===== src/rtl/dmem_pkg.sv =====
// Shared types and limits for the data-memory responder.
package dmem_pkg;

    localparam int unsigned LAT_MAX   = 15;
    localparam int unsigned IDX_MAX_W = 30;

    typedef enum logic [1:0] {
        IDLE,
        WAIT,
        RESP
    } state_t;

    typedef struct packed {
        logic                 we;
        logic [IDX_MAX_W-1:0] idx;
        logic [31:0]          wdata;
    } req_t;

endpackage


===== src/rtl/dmem_responder_if.sv =====
// CPU-side load/store handshake bundle; err_o exists only with DMEM_MISALIGN_ERR_EN.
interface dmem_responder_if;

    logic        req_i;
    logic        we_i;
    logic [31:0] addr_i;
    logic [31:0] wdata_i;
    logic        ready_o;
    logic        rvalid_o;
    logic [31:0] rdata_o;
    logic        stall_o;
`ifdef DMEM_MISALIGN_ERR_EN
    logic        err_o;
`endif

    modport slave (
        input  req_i, we_i, addr_i, wdata_i,
        output ready_o, rvalid_o, rdata_o, stall_o
`ifdef DMEM_MISALIGN_ERR_EN
        , output err_o
`endif
    );

    modport master (
        output req_i, we_i, addr_i, wdata_i,
        input  ready_o, rvalid_o, rdata_o, stall_o
`ifdef DMEM_MISALIGN_ERR_EN
        , input err_o
`endif
    );

endinterface


===== src/rtl/dmem_lat_counter.sv =====
// Loadable 4-bit down-counter that saturates at zero; done flags a zero count.
module dmem_lat_counter (
    input  logic       clk,
    input  logic       rst_n,
    input  logic       load,
    input  logic [3:0] load_val,
    input  logic       en,
    output logic       done
);

    logic [3:0] count;

    always_ff @(posedge clk or negedge rst_n) begin
        if (!rst_n) begin
            count <= '0;
        end else if (load) begin
            count <= load_val;
        end else if (en && count != '0) begin
            count <= count - 4'd1;
        end
    end

    assign done = (count == '0);

endmodule


===== src/rtl/dmem_responder.sv =====
// Fixed-latency load/store responder over a word-addressed array.
// Optional DMEM_MISALIGN_ERR_EN adds err_o and suppresses misaligned accesses.
module dmem_responder
    import dmem_pkg::*;
#(
    parameter int unsigned DEPTH_WORDS = 32,
    parameter int unsigned LATENCY     = 4
) (
    input  logic             clk_i,
    input  logic             rst_i,
    dmem_responder_if.slave  bus
);

    localparam int unsigned IDX_W = $clog2(DEPTH_WORDS);
    localparam int unsigned LAT   = (LATENCY > LAT_MAX) ? LAT_MAX :
                                    (LATENCY < 1)       ? 1 : LATENCY;
    // WAIT lasts LAT-1 cycles; the counter's final zero cycle is the last one.
    localparam logic [3:0]  WAIT_LOAD = 4'((LAT > 1) ? (LAT - 2) : 0);

    state_t      state, state_next;
    req_t        req_in, req_q, req_sel;
    logic        mis_in, mis_q, mis_sel;
    logic        accept, complete, cnt_done, do_write, do_read;
    logic [31:0] rdata_q;
    logic [31:0] mem [DEPTH_WORDS];
    logic        unused_bits;

    assign req_in.we    = bus.we_i;
    assign req_in.idx   = IDX_MAX_W'(bus.addr_i[IDX_W+1:2]);
    assign req_in.wdata = bus.wdata_i;
`ifdef DMEM_MISALIGN_ERR_EN
    assign mis_in = (bus.addr_i[1:0] != 2'b00);
    assign unused_bits = ^{bus.addr_i[31:IDX_W+2], req_sel.idx[IDX_MAX_W-1:IDX_W]};
`else
    assign mis_in = 1'b0;
    assign unused_bits = ^{bus.addr_i[31:IDX_W+2], bus.addr_i[1:0],
                           req_sel.idx[IDX_MAX_W-1:IDX_W]};
`endif

    assign accept = (state == IDLE) && bus.req_i;

    // With LAT==1 the accept edge is also the completion edge, so use live inputs.
    assign req_sel = (state == IDLE) ? req_in : req_q;
    assign mis_sel = (state == IDLE) ? mis_in : mis_q;

    dmem_lat_counter u_cnt (
        .clk      (clk_i),
        .rst_n    (rst_i),
        .load     (accept),
        .load_val (WAIT_LOAD),
        .en       (state == WAIT),
        .done     (cnt_done)
    );

    always_ff @(posedge clk_i or negedge rst_i) begin
        if (!rst_i) begin
            state <= IDLE;
            req_q <= '0;
            mis_q <= 1'b0;
        end else begin
            state <= state_next;
            if (accept) begin
                req_q <= req_in;
                mis_q <= mis_in;
            end
        end
    end

    always_comb begin
        state_next = state;
        complete   = 1'b0;
        case (state)
            IDLE: begin
                if (bus.req_i) begin
                    if (LAT > 1) begin
                        state_next = WAIT;
                    end else begin
                        state_next = RESP;
                        complete   = 1'b1;
                    end
                end
            end
            WAIT: begin
                if (cnt_done) begin
                    state_next = RESP;
                    complete   = 1'b1;
                end
            end
            RESP:    state_next = IDLE;
            default: state_next = IDLE;
        endcase
    end

    assign do_write = complete && req_sel.we && !mis_sel;
    assign do_read  = complete && !req_sel.we;

    // Array contents deliberately carry no reset.
    always_ff @(posedge clk_i) begin
        if (do_write) begin
            mem[req_sel.idx[IDX_W-1:0]] <= req_sel.wdata;
        end
    end

    always_ff @(posedge clk_i or negedge rst_i) begin
        if (!rst_i) begin
            rdata_q <= '0;
        end else if (do_read) begin
            rdata_q <= mis_sel ? '0 : mem[req_sel.idx[IDX_W-1:0]];
        end
    end

    assign bus.ready_o  = (state == IDLE);
    assign bus.rvalid_o = (state == RESP);
    assign bus.stall_o  = accept || (state == WAIT);
    assign bus.rdata_o  = rdata_q;
`ifdef DMEM_MISALIGN_ERR_EN
    assign bus.err_o    = (state == RESP) && mis_q;
`endif

endmodule


===== src/flat_wrapper.sv =====
// flat-port wrapper written by rule: the top's interface ports become plain ports
module dmem_responder_flat import dmem_pkg::*;
#(
    parameter int unsigned DEPTH_WORDS = 32,
    parameter int unsigned LATENCY     = 4
)
  (clk_i, rst_i, bus_req_i, bus_we_i, bus_addr_i, bus_wdata_i, bus_ready_o, bus_rvalid_o, bus_rdata_o, bus_stall_o);
  dmem_responder_if bus_i ();
  input  logic clk_i;
  input  logic rst_i;
  input wire logic [$bits(bus_i.req_i)-1:0] bus_req_i;
  input wire logic [$bits(bus_i.we_i)-1:0] bus_we_i;
  input wire logic [$bits(bus_i.addr_i)-1:0] bus_addr_i;
  input wire logic [$bits(bus_i.wdata_i)-1:0] bus_wdata_i;
  output wire logic [$bits(bus_i.ready_o)-1:0] bus_ready_o;
  output wire logic [$bits(bus_i.rvalid_o)-1:0] bus_rvalid_o;
  output wire logic [$bits(bus_i.rdata_o)-1:0] bus_rdata_o;
  output wire logic [$bits(bus_i.stall_o)-1:0] bus_stall_o;
  assign bus_i.req_i = bus_req_i;
  assign bus_i.we_i = bus_we_i;
  assign bus_i.addr_i = bus_addr_i;
  assign bus_i.wdata_i = bus_wdata_i;
  assign bus_ready_o = bus_i.ready_o;
  assign bus_rvalid_o = bus_i.rvalid_o;
  assign bus_rdata_o = bus_i.rdata_o;
  assign bus_stall_o = bus_i.stall_o;
  dmem_responder #(.DEPTH_WORDS(DEPTH_WORDS), .LATENCY(LATENCY)) u_core (.clk_i(clk_i), .rst_i(rst_i), .bus(bus_i));
endmodule

===== config.mk =====
export PLATFORM = sky130hd
export DESIGN_NAME = dmem_responder_flat
export DESIGN_NICKNAME = d
export VERILOG_FILES = /design/src/rtl/dmem_pkg.sv /design/src/rtl/dmem_responder_if.sv /design/src/rtl/dmem_lat_counter.sv /design/src/rtl/dmem_responder.sv /design/src/flat_wrapper.sv
export SDC_FILE = /design/constraint.sdc
export NUM_CORES = 1
export LEC_CHECK = 0
export CAP_MARGIN = 20
export CORE_ASPECT_RATIO = 0.9
export CORE_MARGIN = 2
export CORE_UTILIZATION = 45
export CTS_CLUSTER_DIAMETER = 40
export DETAILED_ROUTE_END_ITERATION = 7
export PLACE_DENSITY_LB_ADDON = 0.1
export SYNTH_ARGS = -nofsm -noshare
export SYNTH_HDL_FRONTEND = slang
export SYNTH_SLANG_ARGS = --single-unit

===== constraint.sdc =====
create_clock -name clk_i -period 4.5 [get_ports clk_i]
set_input_delay 1.35 -clock clk_i [delete_from_list [all_inputs] [get_ports clk_i]]
set_output_delay 1.35 -clock clk_i [all_outputs]
set_load 0.02 [all_outputs]

==> reports/results.tsv, run 1 <==
metric	value	unit
grt_usage	25.5	%
crit_chain	clkdlybuf4s50_1, nor2_1, nor2_1, clkdlybuf4s50_1	
drt-initial-drc-count	2964	
crit_fanout	3	
cp_top_family	buffers and inverters	
syn-num-nets	2501	
crit_path_max_incr_delay	0.61	ns
grt_pass1_wl	168000	um
postRouteAntennaNets	0	
drive_gt1_share	15.9	%
hold_viol_final	0	
total_power	34.2	mW
nets	2682	
r2r_slack	1.20	ns
maxCapViolCount	0	
synthCells	2431	
post-route-min-period	3.97	ns
die_h	289	um
setup_violations	0	
io_pins	103	
grt_max_degree	129	
cp.arrival	2.62	ns
reg2reg_depth	7	
insertion_delay	0.74	ns
hp-class	flop to flop	
grt-ovfl-total	0	
fin_setup_tns	0	ns
ctsResizeCount	0	
worst-path-buf-inv	2	
firstDrtPassIters	8	
antenna_cells	0	
cp.depth	4	
yosysSeqAreaShare	80.3	%
leakage	15.6	nW
dp_hpwl	62900	um
initial_core_util	45.4	%
powerDensity	704	mW/mm^2
status	finished clean	
routed_wl	118000	um
slew_headroom	34.9	%
endpoint_kind	output pin	
ys_warn_count	0	
dieArea	0.0928	sq mm
vias	23800	
syn_avg_cell_area	16.7	sq um
ys_ff_latch	1100	
routabilityCongestion	0.779	
critical-path-slowest-cell	clkdlybuf4s50_1	
core_area	0.0895	sq mm
fmax	252	MHz
antenna_found_initial	0	
async_flop_share	6.91	%
final_cell_mix	1024 x edfxtp_1, 512 x a22oi_1, 257 x a21oi_1	
slew_viol_final	0	
synthDistinctLibCells	35	
drc	0	
cts_tree	done	
nFillCells	7127	
cts.sinks	1100	
cts-root-buf	clkbuf_16	
rows	104	
dieWidth	321	um
hold_buffers	0	
via_per_inst	6.11	
hold_depth	2	
synth_enable_flop_cells	1024	
worst_slew_pin_slew	0.973	ns
required	3.15	ns
cts_buffers	142	
skew	0.0243	ns
ys.flop_type	edfxtp_1	
htree_levels	4	
finalCritPeriodShare	88.2	%
cts.path.max_buffers	3	
syn2layout_area_growth	19.6	%
critPathKind	input port to output pin	
grt_pass1_vias	23700	
start_kind	input port	
vdd_drop_max	0.527	mV
syn-cell-area	0.0407	sq mm
port_buffers	75	
grt_setup_unrepaired	no	
mostFrequentLayoutCell	edfxtp_1	
post-cts-setup-buffers	0	
wl_per_cell	30.3	um
clk_pin_slew	0.05	ns
per-layer routing:
metal / global-route usage (%) / wire, um / part of all wire [%] / up-vias
met5: 0 / 0 / 0 / -
met1: 34.9 / 49500 / 42 / 12300
met3: 5.44 / 9170 / 7.8 / 190
met2: 40.9 / 56200 / 48 / 1053
li1: - / - / - / 10200
met4: 8.74 / 3180 / 2.7 / 0
through the flow:
step | cells | util [%] | cell area, sq um | hold slack (ns) | worst slack, ns
after floorplan | 2431 | - | 40700 | 0.442 | 0.127
after global placement | 3634 | 48.8 | 43700 | 0.457 | 0.377
after detailed placement | 3634 | 48.8 | 43700 | 0.463 | 0.369
after CTS | 3897 | 54.3 | 48600 | 0.476 | 0.517
after global routing | 3897 | 54.3 | 48600 | 0.498 | 0.464
final | 3897 | 54.3 | 48600 | 0.473 | 0.531
registers in the layout, indices dropped and copies added, names as in the netlist:
| signal | count |
|---|---|
| u_core.state | 2 |
| u_core.bus.rdata_o | 32 |
| u_core.mem | 1024 |
| u_core.u_cnt.count | 4 |
| u_core.req_q | 38 |
worst min-delay path, stage by stage, from the launching register on:
cell and delay [ns]:
dfrtp_1 0.33, nand2_1 0.05, nand2_1 0.06
cells in the mapped netlist (all sizes together), types with 2 or more instances:
cell type  instances  area (sq um)
dfrtp             76          1900
nand2b             6          37.5
o31ai              2          28.8
ha                 2          25.0
xnor2              2          17.5
buf               95           533
nor4b              2          17.5
nand2            134           503
or4b               5          50.1
a21oi            257          1290
clkbuf            63           236
o21ai              5          28.8
edfxtp          1024         30700
a22oi            512          3840
inv                4          15.0
nor3              32           160
mux2              33           372
mux2i              3          30.0
nor4              33           206
nor2             103           394
a31oi             32           200
or4                2          18.8
kinds of logic after synthesis:
logic type               share of synthesized area [%]
AND/OR/NAND/NOR                                   3.46
XOR/XNOR                                        0.0431
AO/OA/AOI/OAI                                     13.3
adder cells (fa/ha/maj)                         0.0615
buffers and inverters                             1.93
flip-flops                                        80.3
multiplexers                                     0.987
power breakdown:
group / switching (mW) / internal (mW) / total [mW] / leakage, nW
registers: 0.340 / 13.3 / 13.6 / 10.1
logic: 6.48 / 2.53 / 9.01 / 3.10
clock network: 4.36 / 7.21 / 11.6 / 2.37
total: 11.2 / 23.0 / 34.2 / 15.6
path summary, 6_finish.rpt:
kind	to	from
max in group asynchronous	u_core.bus.rdata_o[22]$_DFFE_PN0P_	rst_i
setup reg to reg	u_core.bus.rdata_o[12]$_DFFE_PN0P_	u_core.state[1]$_DFFE_PN0P_
setup / recovery	bus_stall_o	bus_req_i
hold / removal	u_core.req_q[29]$_DFFE_PN0P_	u_core.req_q[29]$_DFFE_PN0P_
hold reg to reg	u_core.req_q[29]$_DFFE_PN0P_	u_core.req_q[29]$_DFFE_PN0P_
min in group asynchronous	u_core.req_q[7]$_DFFE_PN0P_	rst_i
layout make-up:
cell class              instances  area [sq um]  share of cell area (%)
inverters                       4          15.0                  0.0309
flip-flops and latches       1100         32700                    67.1
multi-input cells            1169          7550                    15.5
well taps                    1166          1460                    3.00
repair buffers                195          2050                    4.21
clock inverters                81           953                    1.96
clock buffers                 182          3960                    8.15
No activity file was read; power rests on OpenSTA's default activity.
==> run 2: changes to the inputs <==
Settings changed: ABC_CLOCK_PERIOD_IN_PS set to 4500.
==> results of run 2 <==
Same layout as run 1: the final DEF is identical, and so are final timing and power.
==> run 3: changes to the inputs <==
Settings changed: ABC_CLOCK_PERIOD_IN_PS 4500 to 4950, CORE_ASPECT_RATIO 0.9 to not set.
Clock period 4.5 ns to 4.95 ns, I/O delays scaled along.
==> reports/results.tsv, run 3 (synthesis results as in run 1) <==
metric	value	unit
grt_usage	24.7	%
post-route-min-period	4.24	ns
io_pins	103	
drt-initial-drc-count	2782	
cp.depth	4	
antenna_cells	0	
drive_gt1_share	15.8	%
fin_setup_tns	0	ns
wl_per_cell	29.5	um
mostFrequentLayoutCell	edfxtp_1	
slew_headroom	32.6	%
fmax	236	MHz
drc	0	
final_cell_mix	1024 x edfxtp_1, 512 x a22oi_1, 257 x a21oi_1	
routed.top_layer	met4	
antenna_found_initial	0	
routed_wl	115000	um
pwr-share-seq	39.5	%
worst_slew_pin_slew	0.997	ns
postRouteAntennaNets	0	
multiInputGateArea	0.00755	sq mm
dieWidth	305	um
start_kind	input port	
cts.path.max_buffers	3	
grt_max_degree	117	
grt_pass1_wl	165000	um
clockPowerShare	33.7	%
largest_register_ffs	1024	
cp.arrival	2.76	ns
die_h	305	um
port_buffers	75	
r2r_end	u_core.bus.rdata_o[27]$_DFFE_PN0P_	
r2r-start	u_core.state[0]$_DFFE_PN0P_	
ctsResizeCount	0	
hold_depth	2	
power.net_switching	10.4	mW
required	3.46	ns
critPathKind	input port to output pin	
pwr-share-comb	26.8	%
cts_tree	done	
reg2reg_depth	7	
nFillCells	7116	
grt-ovfl-total	0	
worst_slack	0.709	ns
skew	0.0281	ns
vias	23800	
critical-path-slowest-cell	clkdlybuf4s50_1	
grt_pass1_vias	23400	
crit_path_start	bus_req_i	
cts.sinks	1100	
crit_path_max_incr_delay	0.61	ns
crit_fanout	3	
met2WireLength	53200	um
cts-root-buf	clkbuf_16	
crit_end	bus_stall_o	
core_area	0.0897	sq mm
insertion_delay	0.73	ns
setup_violations	0	
status	finished clean	
p_int	21.0	mW
via_per_inst	6.11	
grt_setup_unrepaired	no	
initial_core_util	45.3	%
clk_pin_slew	0.06	ns
wl_met1	50600	um
post-cts-setup-buffers	0	
finalCritPeriodShare	85.7	%
cp_top_family	buffers and inverters	
hold_buffers	0	
dp_hpwl	63200	um
hp-class	flop to flop	
nets	2677	
crit_chain	clkdlybuf4s50_1, nor2_1, nor2_1, clkdlybuf4s50_1	
seqCellArea	0.0327	sq mm
leakage	15.6	nW
worst-path-buf-inv	2	
route.met3.wl	8770	um
vdd_drop_max	0.391	mV
htree_levels	4	
endpoint_kind	output pin	
dieArea	0.0928	sq mm
cts_buffers	142	
hold_viol_final	0	
switching_share	33.1	%
maxCapViolCount	0	
syn2layout_area_growth	19.3	%
place_ws	0.524	ns
slew_viol_final	0	
r2r_slack	1.28	ns
rows	110	
firstDrtPassIters	5	
routabilityCongestion	0.760	
powerDensity	645	mW/mm^2
run 3: changes by cell type in the layout (fill, tap and decap cells not counted), moves of 3 or more:
cell,before,now
clkinv_4,8,14
clkinvlp_4,14,9
clkinv_8,2,6
clkinv_2,13,10
buf_12,32,23
clkbuf_16,150,145
buf_4,89,93
inv_8,0,4
run 3: worst register-to-register path, cell delays in order, from the launching register on:
cell and delay, ns:
dfrtp_1 0.53, nor2_4 0.57, mux2_2 0.48, nand2_2 0.58
buf_4 0.28, a21oi_1 0.07, nor4_1 0.81, a31oi_1 0.17
run 3: layout make-up:
cell class / instances / share of cell area (%)
clock buffer: 175 / 7.87
clock inverter: 88 / 2.32
inverter: 4 / 0.0309
multi-input combinational: 1169 / 15.6
sequential: 1100 / 67.3
tap: 1176 / 3.03
timing repair buffer: 190 / 3.91
run 3: power groups by stage:
stage               Clock, mW  Combinational [mW]  Sequential, mW
floorplan                   0                4.90            12.6
global placement            0                8.20            12.5
detailed placement          0                8.37            12.6
CTS                      10.7                8.39            12.4
global route             11.1                9.06            12.4
finish                   10.5                8.40            12.4
run 3: how the worst min path moves through the flow:
stage / to / slack (ns) / startpoint
6_report: u_core.req_q[28]$_DFFE_PN0P_ / 0.47 / u_core.req_q[28]$_DFFE_PN0P_
5_1_grt: u_core.req_q[31]$_DFFE_PN0P_ / 0.49 / u_core.req_q[31]$_DFFE_PN0P_
4_1_cts: u_core.req_q[6]$_DFFE_PN0P_ / 0.47 / u_core.req_q[6]$_DFFE_PN0P_
3_5_place_dp: u_core.req_q[4]$_DFFE_PN0P_ / 0.46 / u_core.req_q[4]$_DFFE_PN0P_
3_3_place_gp: u_core.req_q[22]$_DFFE_PN0P_ / 0.46 / u_core.req_q[22]$_DFFE_PN0P_
2_1_floorplan: u_core.req_q[0]$_DFFE_PN0P_ / 0.44 / u_core.req_q[0]$_DFFE_PN0P_
run 3: per-stage QoR:
stage	hold slack (ns)	power (mW)	std cells	cell area (sq um)	util [%]
after CTS	0.472	31.5	3902	48500	54.1
after global routing	0.486	32.5	3902	48500	54.1
after detailed placement	0.459	20.9	3639	43600	48.6
final	0.467	31.3	3902	48500	54.1
after global placement	0.456	20.7	3639	43600	48.6
after floorplan	0.442	17.5	2431	40700	-
run 3: layer usage:
metal | vias up | global-route usage [%]
met2 | 1095 | 38.2
li1 | 10300 | -
met1 | 12300 | 36.4
met3 | 165 | 4.05
met4 | 0 | 6.95
met5 | - | 0
